<file path="config.mk">
export PLATFORM = sky130hd
export DESIGN_NAME = capture_readback
export DESIGN_NICKNAME = d
export VERILOG_FILES = /design/src/rtl/capture_readback.sv
export SDC_FILE = /design/constraint.sdc
export NUM_CORES = 1
export LEC_CHECK = 0
export ABC_AREA = 1
export CAP_MARGIN = 15
export CORE_ASPECT_RATIO = 0.5
export CORE_UTILIZATION = 50
export CTS_CLUSTER_DIAMETER = 150
export CTS_CLUSTER_SIZE = 40
export DETAILED_ROUTE_END_ITERATION = 12
export PLACE_DENSITY = 0.86
export SLEW_MARGIN = 0
export SYNTH_ARGS = -nofsm -noshare
export SYNTH_HDL_FRONTEND = slang
export SYNTH_SLANG_ARGS = --single-unit
</file>
<file path="constraint.sdc">
create_clock -name clk -period 1.7 [get_ports clk]
set_clock_uncertainty 0.05 [all_clocks]
set_input_delay 0.34 -clock clk [delete_from_list [all_inputs] [get_ports clk]]
set_output_delay 0.34 -clock clk [all_outputs]
set_load 0.05 [all_outputs]
</file>
<file path="src/rtl/capture_readback.sv">
// Streams a captured record out of the capture BRAM over a valid/ready byte link.
// Optional running checksum of delivered bytes is enabled with READBACK_CHECKSUM_EN.
module capture_readback #(
  parameter int unsigned ADDR_W     = 18,
  parameter int unsigned DATA_W     = 8,
  parameter int unsigned RD_LATENCY = 1
) (
  input  logic              clk,
  input  logic              resetn,
  input  logic              start,
  input  logic              abort,
  input  logic [ADDR_W-1:0] start_addr,
  input  logic [ADDR_W:0]   num_samples,
  output logic              bram_en,
  output logic              bram_we,
  output logic [ADDR_W-1:0] bram_addr,
  input  logic [DATA_W-1:0] bram_din,
  output logic [DATA_W-1:0] m_data,
  output logic              m_valid,
  input  logic              m_ready,
  output logic              busy,
  output logic              done,
  output logic [ADDR_W:0]   rd_count,
  output logic [7:0]        checksum
);

  localparam int unsigned CNT_W  = ADDR_W + 1;
  localparam int unsigned WAIT_W = 1;

  typedef enum logic [2:0] {
    IDLE    = 3'd0,
    FETCH   = 3'd1,
    WAIT    = 3'd2,
    PRESENT = 3'd3,
    FINISH  = 3'd4
  } state_t;

  state_t            state, state_d;
  logic [CNT_W-1:0]  remaining;
  logic [WAIT_W-1:0] wait_cnt;
  logic              accept, take, capture;

  assign bram_we = 1'b0;

  // Next-state and per-cycle strobes; abort overrides everything outside IDLE.
  always_comb begin
    state_d = state;
    accept  = 1'b0;
    take    = 1'b0;
    capture = 1'b0;
    case (state)
      IDLE: begin
        if (start && !abort) begin
          accept  = 1'b1;
          state_d = (num_samples == '0) ? FINISH : FETCH;
        end
      end
      FETCH:   state_d = WAIT;
      WAIT: begin
        if (wait_cnt == WAIT_W'(RD_LATENCY - 1)) begin
          capture = 1'b1;
          state_d = PRESENT;
        end
      end
      PRESENT: begin
        if (m_valid && m_ready) begin
          take    = 1'b1;
          state_d = (remaining == CNT_W'(1)) ? FINISH : FETCH;
        end
      end
      FINISH:  state_d = IDLE;
      default: state_d = IDLE;
    endcase
    if (abort && state != IDLE) begin
      state_d = IDLE;
      take    = 1'b0;
      capture = 1'b0;
    end
  end

  // State register and registered outputs; bram_addr doubles as the read pointer.
  always_ff @(posedge clk) begin
    if (!resetn) begin
      state     <= IDLE;
      remaining <= '0;
      wait_cnt  <= '0;
      bram_en   <= 1'b0;
      bram_addr <= '0;
      m_data    <= '0;
      m_valid   <= 1'b0;
      busy      <= 1'b0;
      done      <= 1'b0;
      rd_count  <= '0;
    end else begin
      state    <= state_d;
      bram_en  <= (state_d == FETCH);
      m_valid  <= (state_d == PRESENT);
      busy     <= (state_d != IDLE);
      wait_cnt <= (state == WAIT && state_d == WAIT) ? wait_cnt + WAIT_W'(1) : '0;
      if (capture) m_data <= bram_din;
      if (accept) begin
        bram_addr <= start_addr;
        remaining <= num_samples;
        rd_count  <= '0;
      end else if (take) begin
        bram_addr <= bram_addr + ADDR_W'(1);
        remaining <= remaining - CNT_W'(1);
        rd_count  <= rd_count + CNT_W'(1);
      end
      // A zero-length run enters FINISH on the accepting edge, so set wins over clear.
      if (state_d == FINISH) done <= 1'b1;
      else if (accept)       done <= 1'b0;
    end
  end

`ifdef READBACK_CHECKSUM_EN
  // Modulo-256 sum of the low byte of every delivered sample in this run.
  always_ff @(posedge clk) begin
    if (!resetn)     checksum <= '0;
    else if (accept) checksum <= '0;
    else if (take)   checksum <= checksum + 8'(m_data);
  end
`else
  assign checksum = 8'h00;
`endif

endmodule

</file>
# After elaboration in Yosys (flattened, before gate mapping)
# Cells that the tools add are included.
# classes
muxes	21
n_reduce_logical	13
n_bitwise	1
n_eq_ne	8
n_addsub	4
# ops
op	n
$mux W19	2
$mux W18	2
$add A19 B1 Y19 const B	1
$eq A19 B1 Y1 const B	1
$logic_not A19 Y1	1
$sub A19 B1 Y19 const B	1
$add A18 B1 Y18 const B	1
$mux W3	6
$eq A3 B2 Y1 const B	4
$pmux W3 S4	1
$mux W1	10
$eq A3 B1 Y1 const B	2
$reduce_bool A3 Y1	2
$logic_and A1 B1 Y1	4
$reduce_bool A2 Y1	2
$eq A3 B3 Y1 const B	1
$logic_not A3 Y1	1
$reduce_and A2 Y1	1
$reduce_or A2 Y1	1
$add A1 B1 Y1 const B	1
$logic_not A1 Y1	1
$not A1 Y1	1
# word_totals
inputBits	50
out_inout_bits	58
regBits	72
elab_cells	57

# Longest topological paths before layout
# Gate-level depths: netlist of the first run.
# logic_depth
ltp_word	8
depth_mapped	10
ltp_nobuf	10

# Worst setup path after synthesis of the first run
# No wires, ideal clock.
# synth_timing
kind	register to register
startpoint	register bram_addr[0]
endpoint	register bram_addr[14]
arrival_ps	1646
path_buffers	0
period_less_slack_ps	1823
t_required_ps	1522
setup_ps	128
path_stages_with_launch	8
setup_slack_ps	-123
cell_sequence	dfxtp_1 > ha_1 > nand3_1 > nor2_1 > nand3_1 > xor2_1 > a21oi_1 > nor2_1
# synth_between
elab_chain_len	3
# synth_lines
element	line_no	source
from (decl)	16	output logic [ADDR_W-1:0] bram_addr,
from (signal assigned)	102	bram_addr <= start_addr;
from (signal assigned)	106	bram_addr <= bram_addr + ADDR_W'(1);
$add A18 B1 Y18	106	
$mux W18	105	end else if (take) begin
$mux W18	101	if (accept) begin
# Every way passes these cells. The select of a mux whose other input is x is not followed.
# A chain may end at the register's enable or synchronous reset.

# Final worst setup path of the first run
# layout_timing
startpoint	register rd_count[9]
endpoint	register rd_count[17]
# layout_between
elab_chain_len	1
# layout_lines
element	line_no	source
from (decl)	23	output logic [ADDR_W:0] rd_count,
from (signal assigned)	108	rd_count <= rd_count + CNT_W'(1);
$add A19 B1 Y19	108	
# Every way passes these cells.

==> flow_metrics.tcl, run 1 <==
set metrics [dict create \
    rows 23 \
    routed_wl_um 12800 \
    grt_max_degree 27 \
    crit_fanout 5 \
    regArea_um2 1450 \
    period_needed_ps 1640 \
    rr_startpoint "rd_count[9]" \
    reg2regPathDepth 8 \
    coreArea_um2 8120 \
    worstHoldStart "done" \
    routed_via_density 5.20 \
    cts.sinks 72 \
    instances_no_fill 943 \
    multi_input_area_um2 2440 \
    pre_cts_slack_ps -250 \
    yosys.area_share.simple 0.381 \
    clk_pin_slew_ps 60 \
    ir_drop_mv 0.552 \
    die_x_um 132 \
    ys_warn_count 0 \
    die_y_um 67.2 \
    antenna_found_initial 0 \
    synth_top_family_by_area "simple AND/OR/NAND/NOR gates" \
    ant_nets 0 \
    power_leakage_nw 2.71 \
    synth_area_um2 4250 \
    n_antenna_cell 0 \
    synthDistinctLibCells 34 \
    synthFlopType "dfxtp_1" \
    crit_path_start_kind "register" \
    muxShareOfSynthArea 0 \
    drt_iter0_drc 498 \
    place_hpwl_um 9610 \
    syn_inst 678 \
    criticalPathCategory "reg -> reg" \
    drive_gt1_frac 0.191 \
    cts-root-buf "clkbuf_16" \
    powerDensity_nw_per_um2 755 \
    postCtsHoldBufs 0 \
    avgSynthCellArea_um2 6.27 \
    startpoint "rd_count[9]" \
    endpoint_kind "register" \
    num_vias 4902 \
    required_ps 1910 \
    yosysSeqAreaShare 0.339 \
    gp_congestion 0.984 \
    firstDrtPassIters 5 \
    hold_viol 0 \
    placed_cells 928 \
    synth_edf_count 0 \
    timing.fmax_mhz 610 \
    cts_resized 0 \
    routedWlPerCell_um 13.6 \
    synthToLayoutAreaGrowth_pct 45.2 \
    io_buffers 98 \
    synth_compound_area_frac 0.117 \
    gr-total-overflow 0 \
    maxSlewViolCount 0 \
    grt_usage 0.300 \
    synthXorXnorAreaFrac 0.0495 \
    final_design_area_no_fill_um2 6170 \
    hold_path_depth 2 \
    ys_seq_elements 72 \
    cts_tree "done" \
    grt_pass1_wl_um 20900 \
    cts_buffers 9 \
    die-area_um2 8900 \
    nNetsFinal 881 \
    place_area_um2 5860 \
    post_cts_buffers 0 \
    period_share 0.964 \
    fin_ws_ps 61.8 \
    min_path_type "reg -> reg" \
    initial_core_util 0.524 \
    outcome "complete, no violations" \
    htreeDepth 3 \
    max_cap_violations 0 \
    clk_latency_ps 350 \
    grt_pass1_vias 4560 \
    worstPathArrival_ps 1850 \
    n_fill_cell 612 \
    cts_max_path_buffers 2 \
    drc_errors 0 \
    synth_fa_ha_area_frac 0.0118 \
    pin_count 108 \
    setup_violations 0 \
    async_reset_ff_frac 0 \
]
-- flip-flops by register name, indices dropped and copies added, names as in the netlist, 3 cells and up --
register	flops
state	3
m_data	8
rd_count	19
remaining	19
bram_addr	18
-- worst paths after layout --
check / end / slack [ps]
min: done / 400
min reg2reg: done / 400
max: rd_count[17] / 60
max reg2reg: rd_count[17] / 60
-- synthesized netlist by cell type, types with 2 or more instances --
library cell | count | area share
nand2_1 | 202 | 0.18
nor2_1 | 126 | 0.11
dfxtp_1 | 72 | 0.34
inv_1 | 64 | 0.057
nand3_1 | 33 | 0.039
a21oi_1 | 31 | 0.037
o21ai_0 | 30 | 0.035
xor2_1 | 16 | 0.033
buf_4 | 12 | 0.021
a31oi_1 | 11 | 0.016
nand4_1 | 9 | 0.013
buf_2 | 8 | 0.0094
o21ai_1 | 8 | 0.0094
xnor2_1 | 8 | 0.016
o211ai_1 | 7 | 0.012
nor3_1 | 6 | 0.0071
clkbuf_1 | 4 | 0.0035
ha_1 | 4 | 0.012
inv_2 | 4 | 0.0035
nand3b_1 | 4 | 0.0071
nor2_4 | 3 | 0.0079
buf_6 | 2 | 0.0053
nand2_4 | 2 | 0.0053
nor2_2 | 2 | 0.0029
-- critical path, stage by stage, from the launching register on --
cell	delay [ps]
dfxtp_1	490
nand2_1	130
nor2_1	190
nand3_1	100
nor2_1	170
nand3b_1	110
nand2_1	80
nand2_1	60
a21oi_1	180
-- kinds of logic after synthesis --
| family | after synthesis |
|---|---|
| fa+ha+maj | 4 |
| flops | 72 |
| buf+inv | 95 |
| xor+xnor | 24 |
| other cells | 1 |
| simple gates | 391 |
| compound gates | 91 |
-- power by group --
| group | total (mW) | switching, mW | internal [mW] | leakage, nW |
|---|---|---|---|---|
| registers | 1.83 | 0.0680 | 1.76 | 0.590 |
| logic | 1.05 | 0.623 | 0.427 | 1.98 |
| clock network | 1.78 | 0.730 | 1.05 | 0.134 |
| total | 4.66 | 1.42 | 3.24 | 2.71 |
-- metrics by stage --
stage                     hold WS [ps]   util  setup TNS (ps)  power [mW]
after floorplan                    407      -               0        2.46
after global placement             392  0.722           -5450        2.86
after detailed placement           394  0.722           -8150        2.88
after CTS                          406  0.756               0        4.64
after global routing               455  0.760           -40.3        4.83
final                              403  0.760               0        4.66
-- layout make-up --
type	count	area share
inverters	69	0.0424
clock inverters	3	0.00284
flip-flops and latches	72	0.235
well taps	112	0.0227
repair buffers	155	0.259
multi-input cells	520	0.396
clock buffers	12	0.0416
-- layer usage --
layer / up-vias / routed length [um] / global-route usage / part of all wire
met5: - / 0 / 0 / 0
met1: 2223 / 5600 / 0.379 / 0.44
met3: 28 / 1120 / 0.0841 / 0.088
met2: 221 / 5870 / 0.496 / 0.46
li1: 2430 / - / - / -
met4: 0 / 220 / 0.115 / 0.017
-- cells in the final DEF (no fill, tap or decap), types with 8 or more instances in the layout --
| cell | n |
|---|---|
| xor2_1 | 16 |
| o21ai_1 | 9 |
| dfxtp_2 | 9 |
| nor2_2 | 10 |
| nand3_1 | 33 |
| a31oi_1 | 11 |
| nand4_1 | 9 |
| nor2_1 | 118 |
| inv_1 | 61 |
| clkdlybuf4s50_1 | 49 |
| nand2_1 | 201 |
| buf_4 | 81 |
| dfxtp_1 | 63 |
| conb_1 | 10 |
| xnor2_1 | 8 |
| clkbuf_16 | 9 |
| a21oi_1 | 31 |
| o21ai_0 | 29 |
| buf_12 | 25 |
(Power assumes the default switching activity.)
==> run 2, diff against run 1 <==
--- a/config.mk
+++ b/config.mk
@@ -6,7 +6,7 @@
 export NUM_CORES = 1
 export LEC_CHECK = 0
 export ABC_AREA = 1
-export CAP_MARGIN = 15
+export CAP_MARGIN = 10
 export CORE_ASPECT_RATIO = 0.5
 export CORE_UTILIZATION = 50
 export CTS_CLUSTER_DIAMETER = 150
@@ -17,3 +17,4 @@
 export SYNTH_ARGS = -nofsm -noshare
 export SYNTH_HDL_FRONTEND = slang
 export SYNTH_SLANG_ARGS = --single-unit
+export TNS_END_PERCENT = 20
==> run 2 against run 1 <==
  * Final area increased by 1.0%
  * Die area unchanged
  * Critical endpoint is now bram_addr[16]
  * Total power about the same
  * Worst setup slack got worse by 8.1 ps
  * Largest cell class unchanged
==> flow_metrics.tcl, run 2 (same netlist as run 1, synthesis figures left out) <==
set metrics [dict create \
    cpMaxStageDelayCell "dfxtp_2" \
    rows 23 \
    nNetsFinal 888 \
    finalSetupTns_ps 0 \
    crit_family "simple AND/OR/NAND/NOR gates" \
    power_leakage_nw 2.75 \
    max_cap_violations 0 \
    cts_tree "done" \
    layout_commonest_cell "nand2_1" \
    criticalPathCategory "reg -> reg" \
    io_buffers 98 \
    htreeDepth 3 \
    crit_fanout 7 \
    routed_wl_um 13000 \
    min_path_type "reg -> reg" \
    p_sw_frac 0.311 \
    grt_max_degree 27 \
    powerDensity_nw_per_um2 748 \
    post_cts_buffers 0 \
    fin_util 0.768 \
    crit_path_start_kind "register" \
    drive_gt1_frac 0.186 \
    die-area_um2 8900 \
    multi_input_area_um2 2440 \
    routedWlPerCell_um 13.6 \
    cts-root-buf "clkbuf_16" \
    mostFrequentLayoutCells "nand2_1 (202), nor2_1 (123), buf_4 (86)" \
    postCtsHoldBufs 0 \
    period_share 0.968 \
    cp_common_cell "nor2_1" \
    firstDrtPassIters 6 \
    n_fill_cell 591 \
    period_needed_ps 1650 \
    worstPathArrival_ps 1880 \
    regArea_um2 1450 \
    setup_violations 0 \
    place_hpwl_um 9430 \
    outcome "complete, no violations" \
    drc_errors 0 \
    routed_via_density 5.26 \
    grt_usage 0.301 \
    ant_nets 0 \
    gp_congestion 0.942 \
    cts_buffers 9 \
    die_x_um 132 \
    gr-total-overflow 0 \
    cts_max_path_buffers 2 \
    drt_iter0_drc 543 \
    clk_latency_ps 340 \
    cp_cell_sequence "ha_2 > nand3_1 > inv_1 > nand2_1 > nor2_1 > xor2_1 > a21oi_1 > nor2_1" \
    maxSlewViolCount 0 \
    p_sw_mw 1.45 \
    coreArea_um2 8120 \
    initial_core_util 0.524 \
    ir_drop_mv 0.632 \
    pin_count 108 \
    die_y_um 67.2 \
    slowest_delay_ps 410 \
    n_antenna_cell 0 \
    num_vias 4999 \
    required_ps 1930 \
    internal-power_mw 3.21 \
    comb_power_share 0.229 \
    clk_pin_slew_ps 60 \
    pwr-share-seq 0.392 \
    grt_pass1_vias 4479 \
    antenna_found_initial 0 \
    reg.largest.list "rd_count x19, remaining x19, bram_addr x18" \
    cts.sinks 72 \
    hold_viol 0 \
    endpoint_kind "register" \
    cts_resized 0 \
    timing.fmax_mhz 607 \
    rsz0062_at_grt "true" \
    cp.buffers_inverters 1 \
    grt_pass1_wl_um 20900 \
    clkPwrFrac 0.379 \
    synthToLayoutAreaGrowth_pct 46.7 \
]
==> run 2: cell count changes in the layout (fill, tap and decap cells not counted), sizes merged <==
cell	before	now
buf	106	113
clkinvlp	1	2
clkbuf	12	10
clkinv	2	3
==> run 2: path summary, 6_finish.rpt <==
check / startpoint / endpoint / slack [ps] / depth (start not counted)
setup / recovery: bram_addr[0] / bram_addr[16] / 50 / 8
hold / removal: done / done / 420 / 2
hold reg to reg: done / done / 420 / 2
setup reg to reg: bram_addr[0] / bram_addr[16] / 50 / 8
==> run 2: final cells by class <==
| type | instances | share of cell area |
|---|---|---|
| Clock buffer | 10 | 0.0383 |
| Clock inverter | 5 | 0.00542 |
| Inverter | 69 | 0.0419 |
| Multi-Input combinational cell | 520 | 0.391 |
| Sequential cell | 72 | 0.232 |
| Tap cell | 112 | 0.0225 |
| Timing Repair Buffer | 162 | 0.269 |
==> run 2: worst register-to-register path, stage by stage, from the launching register on <==
cell     delay, ps
dfxtp_2        410
ha_2           240
nand3_1        120
inv_1          150
nand2_1        140
nor2_1         150
xor2_1         170
a21oi_1         80
nor2_1          80
==> run 2: per-stage QoR <==
stage | power [mW] | hold slack (ps) | cell area [um2] | std cells | setup slack [ps]
final | 4.66 | 417 | 6230 | 950 | 53.8
after global routing | 4.83 | 452 | 6230 | 950 | -3.21
after CTS | 4.65 | 421 | 6210 | 950 | 69.1
after detailed placement | 2.89 | 405 | 5940 | 935 | -259
after global placement | 2.87 | 394 | 5940 | 935 | -203
after floorplan | 2.46 | 407 | 4290 | 687 | -71.8
==> run 2: power by group through the flow <==
stage          registers [mW]  clock network (mW)  logic (mW)
6_report                 1.83                1.77        1.07
5_1_grt                  1.84                1.85        1.15
4_1_cts                  1.82                1.78        1.04
3_5_place_dp             1.86                   0        1.03
3_3_place_gp             1.86                   0        1.02
2_1_floorplan            1.98                   0       0.483
==> run 2: metal layers <==
metal / GRT usage / share of wire / up-vias
li1: - / - / 2447
met1: 0.375 / 0.43 / 2262
met2: 0.515 / 0.47 / 264
met3: 0.0871 / 0.094 / 26
met4: 0.0920 / 0.015 / 0
met5: 0 / 0 / -
==> patch 1, RTL diff (config.mk and constraints of run 2) <==
The 5 states of `state_t` get a one-hot encoding in 5 bits.
--- a/src/rtl/capture_readback.sv
+++ b/src/rtl/capture_readback.sv
@@ -29,8 +29,8 @@
 
-  typedef enum logic [2:0] {
-    IDLE    = 3'd0,
-    FETCH   = 3'd1,
-    WAIT    = 3'd2,
-    PRESENT = 3'd3,
-    FINISH  = 3'd4
+  typedef enum logic [4:0] {
+    IDLE    = 5'b00001,
+    FETCH   = 5'b00010,
+    WAIT    = 5'b00100,
+    PRESENT = 5'b01000,
+    FINISH  = 5'b10000
   } state_t;
Behaviour: same outputs for any inputs over 10 cycles, from zero or initial values and one cycle with resetn low; not proved beyond that.
==> patch 1 against run 2 <==
- largest power group is now clock
- critical path type is now primary input to flop
- synthesized area increased by 4.7%
- clock power up 13%
- design area grew 3.8%
- worst setup slack improved by 0.051 ns
- sequential cell count up 2
- via count is 5.6% higher
- count of clock-buffer cells in the layout up 1
- synthesized cell count rose by 5.6%
- critical path depth up 1
- die area is 4.6% higher
- largest cell class unchanged
- routed wire length increased by 8.1%
- power rose by 5.9%
==> patch 1: results <==
{
  "vias_per_cell": 5.45,
  "place_inst": 951,
  "multi_input_gates": 561,
  "grt_max_degree": 32,
  "r2r-end": "m_valid",
  "dpl_cell_area_um2": 6090,
  "gp_congestion": 0.929,
  "ys_seq_area_share_pct": 33.3,
  "clock_area_share_pct": 4.85,
  "stdcell_count": 968,
  "grt_pass1_vias": 4712,
  "whs_ns": 0.401,
  "min_path_type": "flop to flop",
  "ys_types": 31,
  "clkSinkCount": 74,
  "yosys-top-cells-count": "nand2_1, nor2_1, nand3_1, dfxtp_1, inv_1",
  "leakage_nw": 2.73,
  "multi_input_area_um2": 2610,
  "hpwl_um": 10100,
  "outcome": "completed",
  "gr-usage-met2_pct": 54.1,
  "wl_met2_um": 6670,
  "met3_usage_pct": 7.68,
  "pre_cts_slack_ns": -0.316,
  "layout.nets": 905,
  "fillers": 613,
  "nClkBuffers": 11,
  "crit_arrival_ns": 1.82,
  "cp_max_fo": 18,
  "grt_pass1_wl_um": 22200,
  "reg.largest.list": "rd_count x19, remaining x19, bram_addr x18",
  "buffer_area_share_pct": 26.3,
  "inv_count": 56,
  "grt_use_met1_pct": 39.1,
  "max-vdd-ir-drop_mv": 0.592,
  "dr.first_iter.drc_count": 682,
  "wl_met3_um": 1280,
  "core-area_um2": 8320,
  "first_pass_iters": 7,
  "antenna_found_initial": 0,
  "wl_met1_um": 5810,
  "gr-usage-all-layers_pct": 31.4,
  "cp-endpoint": "bram_addr[14]",
  "finalCritPeriodShare_pct": 93.8,
  "crit_start": "abort",
  "syn_avg_cell_area_um2": 6.22,
  "nNonClkBuffers": 149,
  "seqCellArea_um2": 1490,
  "r2r_cells": 9,
  "rr_startpoint": "state[0]",
  "synthTopCellsByArea": "dfxtp_1, nand2_1, nand3_1"
}
patch 1: power by group:
group,total (W),switching (W),internal (W)
sequential,0.00186,0.0000654,0.00180
clock,0.00200,0.000776,0.00122
combinational,0.00108,0.000629,0.000451
patch 1: timing repair:
item                       4_1_cts  5_1_grt
setup buffers                    0        1
resized for setup                0       23
hold buffers                     0        0
setup endpoints to repair        0       53
patch 1: kinds of logic after synthesis:
kind of cell | after synthesis | share of synthesized area [%]
AND/OR/NAND/NOR | 446 | 42.2
buffers and inverters | 90 | 9.50
AO/OA/AOI/OAI | 78 | 9.33
flip-flops | 74 | 33.3
XOR/XNOR | 23 | 4.52
adder cells (fa/ha/maj) | 4 | 1.12
other | 1 | 0.0842
patch 1: critical path: stages:
cell and delay [ns]:
clkdlybuf4s50_1 0.45, nor2_2 0.17, nand4_2 0.17, inv_2 0.17, buf_12 0.16, nand2_1 0.09
o21ai_0 0.10, nor2_1 0.08, nor2_1 0.10
==> patch 2, RTL diff (settings of run 2) <==
Without the edit above. Build with the macro `READBACK_CHECKSUM_EN` defined.
--- a/src/rtl/capture_readback.sv
+++ b/src/rtl/capture_readback.sv
@@ -2,2 +2,4 @@
 // Optional running checksum of delivered bytes is enabled with READBACK_CHECKSUM_EN.
+`define READBACK_CHECKSUM_EN
+
 module capture_readback #(
Behaviour: not the same (a bounded check fails within 10 cycles, from zero or initial values and one cycle with resetn low).
==> patch 2 against run 2 <==
- critical path depth unchanged
- worst setup slack worse by 0.0083 ns
- synthesized cell count up 11%
- sequential share of layout area increased by 0.12 points
- design area rose by 11%
- routed wire length is 9.8% higher
- synthesized area grew 15%
- first-iteration DRC count shrank 30%
- power rose by 4.0%
- maximum frequency down 0.50%
- sequential cell count grew 8
==> patch 2: results <==
{
  "hold_path_end": "remaining[1]",
  "port_buffers": 106,
  "gr-usage-all-layers_pct": 28.6,
  "swShare_pct": 30.2,
  "r2r_slack_ns": 0.05,
  "fillers": 687,
  "layout.nets": 966,
  "synth_compound_area_share_pct": 11.8,
  "drv_slew": 0,
  "gp_congestion": 0.982,
  "r2r-end": "checksum[4]",
  "max-vdd-ir-drop_mv": 0.507,
  "yosys-top-cells-count": "nand2_1, nor2_1, dfxtp_1, inv_1, a21oi_1",
  "cts_buffers": 9,
  "rr_startpoint": "m_data[0]",
  "synth_warnings": 0,
  "grt_pass1_vias": 5072,
  "first_pass_iters": 5,
  "synthTopCellsByArea": "dfxtp_1, nand2_1, nor2_1",
  "clock_latency_ns": 0.34,
  "grt_pass1_wl_um": 23100,
  "ys_types": 37,
  "leakage_nw": 3.00,
  "wl_per_cell_um": 13.6,
  "cts_root_buf": "clkbuf_16",
  "drive_above_1_share_pct": 20.2,
  "crit_arrival_ns": 1.88,
  "dr.first_iter.drc_count": 381,
  "cp_max_fo": 2,
  "clk_pin_slew_worst_paths_ns": 0.06,
  "ys_seq_area_share_pct": 32.9,
  "synth_adder_area_share_pct": 3.24,
  "cpLargestDelayFamily": "adder cells",
  "vias": 5351,
  "area_growth_pct": 42.6,
  "hpwl_um": 10500,
  "hp-start": "remaining[1]",
  "synth-xor-area-share_pct": 6.12,
  "outcome": "completed",
  "critPathMaxStageDelay_ns": 0.38,
  "cp_slowest_cell": "fa_2",
  "grt_max_degree": 24
}
[patch 2: repair_timing]
action	4_1_cts	5_1_grt
resized for setup	1	18
pin swaps	0	2
setup buffers	0	1
endpoints found under the setup margin	1	13
[patch 2: final cells by class]
cell class | count | area share, %
clock inverter | 5 | 0.487
inverter | 80 | 4.33
multi-input combinational | 569 | 41.3
timing repair buffer | 164 | 24.8
sequential | 80 | 23.3
clock buffer | 11 | 3.35
tap | 135 | 2.43
[patch 2: cell families (layout without fill, tap and decap cells)]
family,count (synthesis),in the layout
other,1,2
buffers and inverters,103,260
XOR/XNOR,34,34
AND/OR/NAND/NOR,419,419
flip-flops,80,80
AO/OA/AOI/OAI,102,102
adder cells (fa/ha/maj),12,12
[patch 2: metrics by stage]
step | std cells | setup WS, ns | util [%] | hold slack (ns) | area (µm²)
final | 1044 | 0.0455 | 73.5 | 0.448 | 6940
after global routing | 1044 | -0.0186 | 73.5 | 0.461 | 6940
after CTS | 1043 | 0.00460 | 72.8 | 0.442 | 6880
after detailed placement | 1027 | -0.262 | 70.0 | 0.427 | 6610
after global placement | 1027 | -0.183 | 70.0 | 0.414 | 6610
after floorplan | 752 | -0.113 | - | 0.408 | 4890
[patch 2: worst max-delay path by stage]
stage                startpoint      endpoint  slack, ns  depth (start not counted)
detailed placement      m_ready   rd_count[7]      -0.26                          9
floorplan             m_data[0]   checksum[6]      -0.11                          8
CTS                 checksum[0]   checksum[4]      0.005                          8
finish                m_data[0]   checksum[4]       0.05                          8
global route        checksum[0]   checksum[4]      -0.02                          8
global placement        m_ready  bram_addr[9]      -0.18                         10
[patch 2: per-layer routing]
layer  up-vias  track usage (%)  wire length [µm]  part of all wire [%]
li1       2690                -                 -                     -
met1      2461             36.1              6360                    45
met2       174             49.5              6740                    47
met3        26             5.61               874                   6.1
met4         0             9.56               259                   1.8
met5         -                0                 0                     0
[patch 2: worst register-to-register path, stage by stage, from the launching register on]
cell	delay [ns]
dfxtp_4	0.36
ha_4	0.13
inv_1	0.05
fa_2	0.38
buf_6	0.14
nor2_2	0.11
nor2_1	0.07
xor2_1	0.15
a21oi_1	0.15
[patch 2: power by group through the flow]
| stage | Combinational [W] | Clock, W | Sequential (W) |
|---|---|---|---|
| after global routing | 0.00115 | 0.00186 | 0.00202 |
| final | 0.00106 | 0.00178 | 0.00201 |
| after CTS | 0.00104 | 0.00179 | 0.00201 |
| after detailed placement | 0.00103 | 0 | 0.00205 |
| after global placement | 0.00101 | 0 | 0.00205 |
| after floorplan | 0.000482 | 0 | 0.00217 |
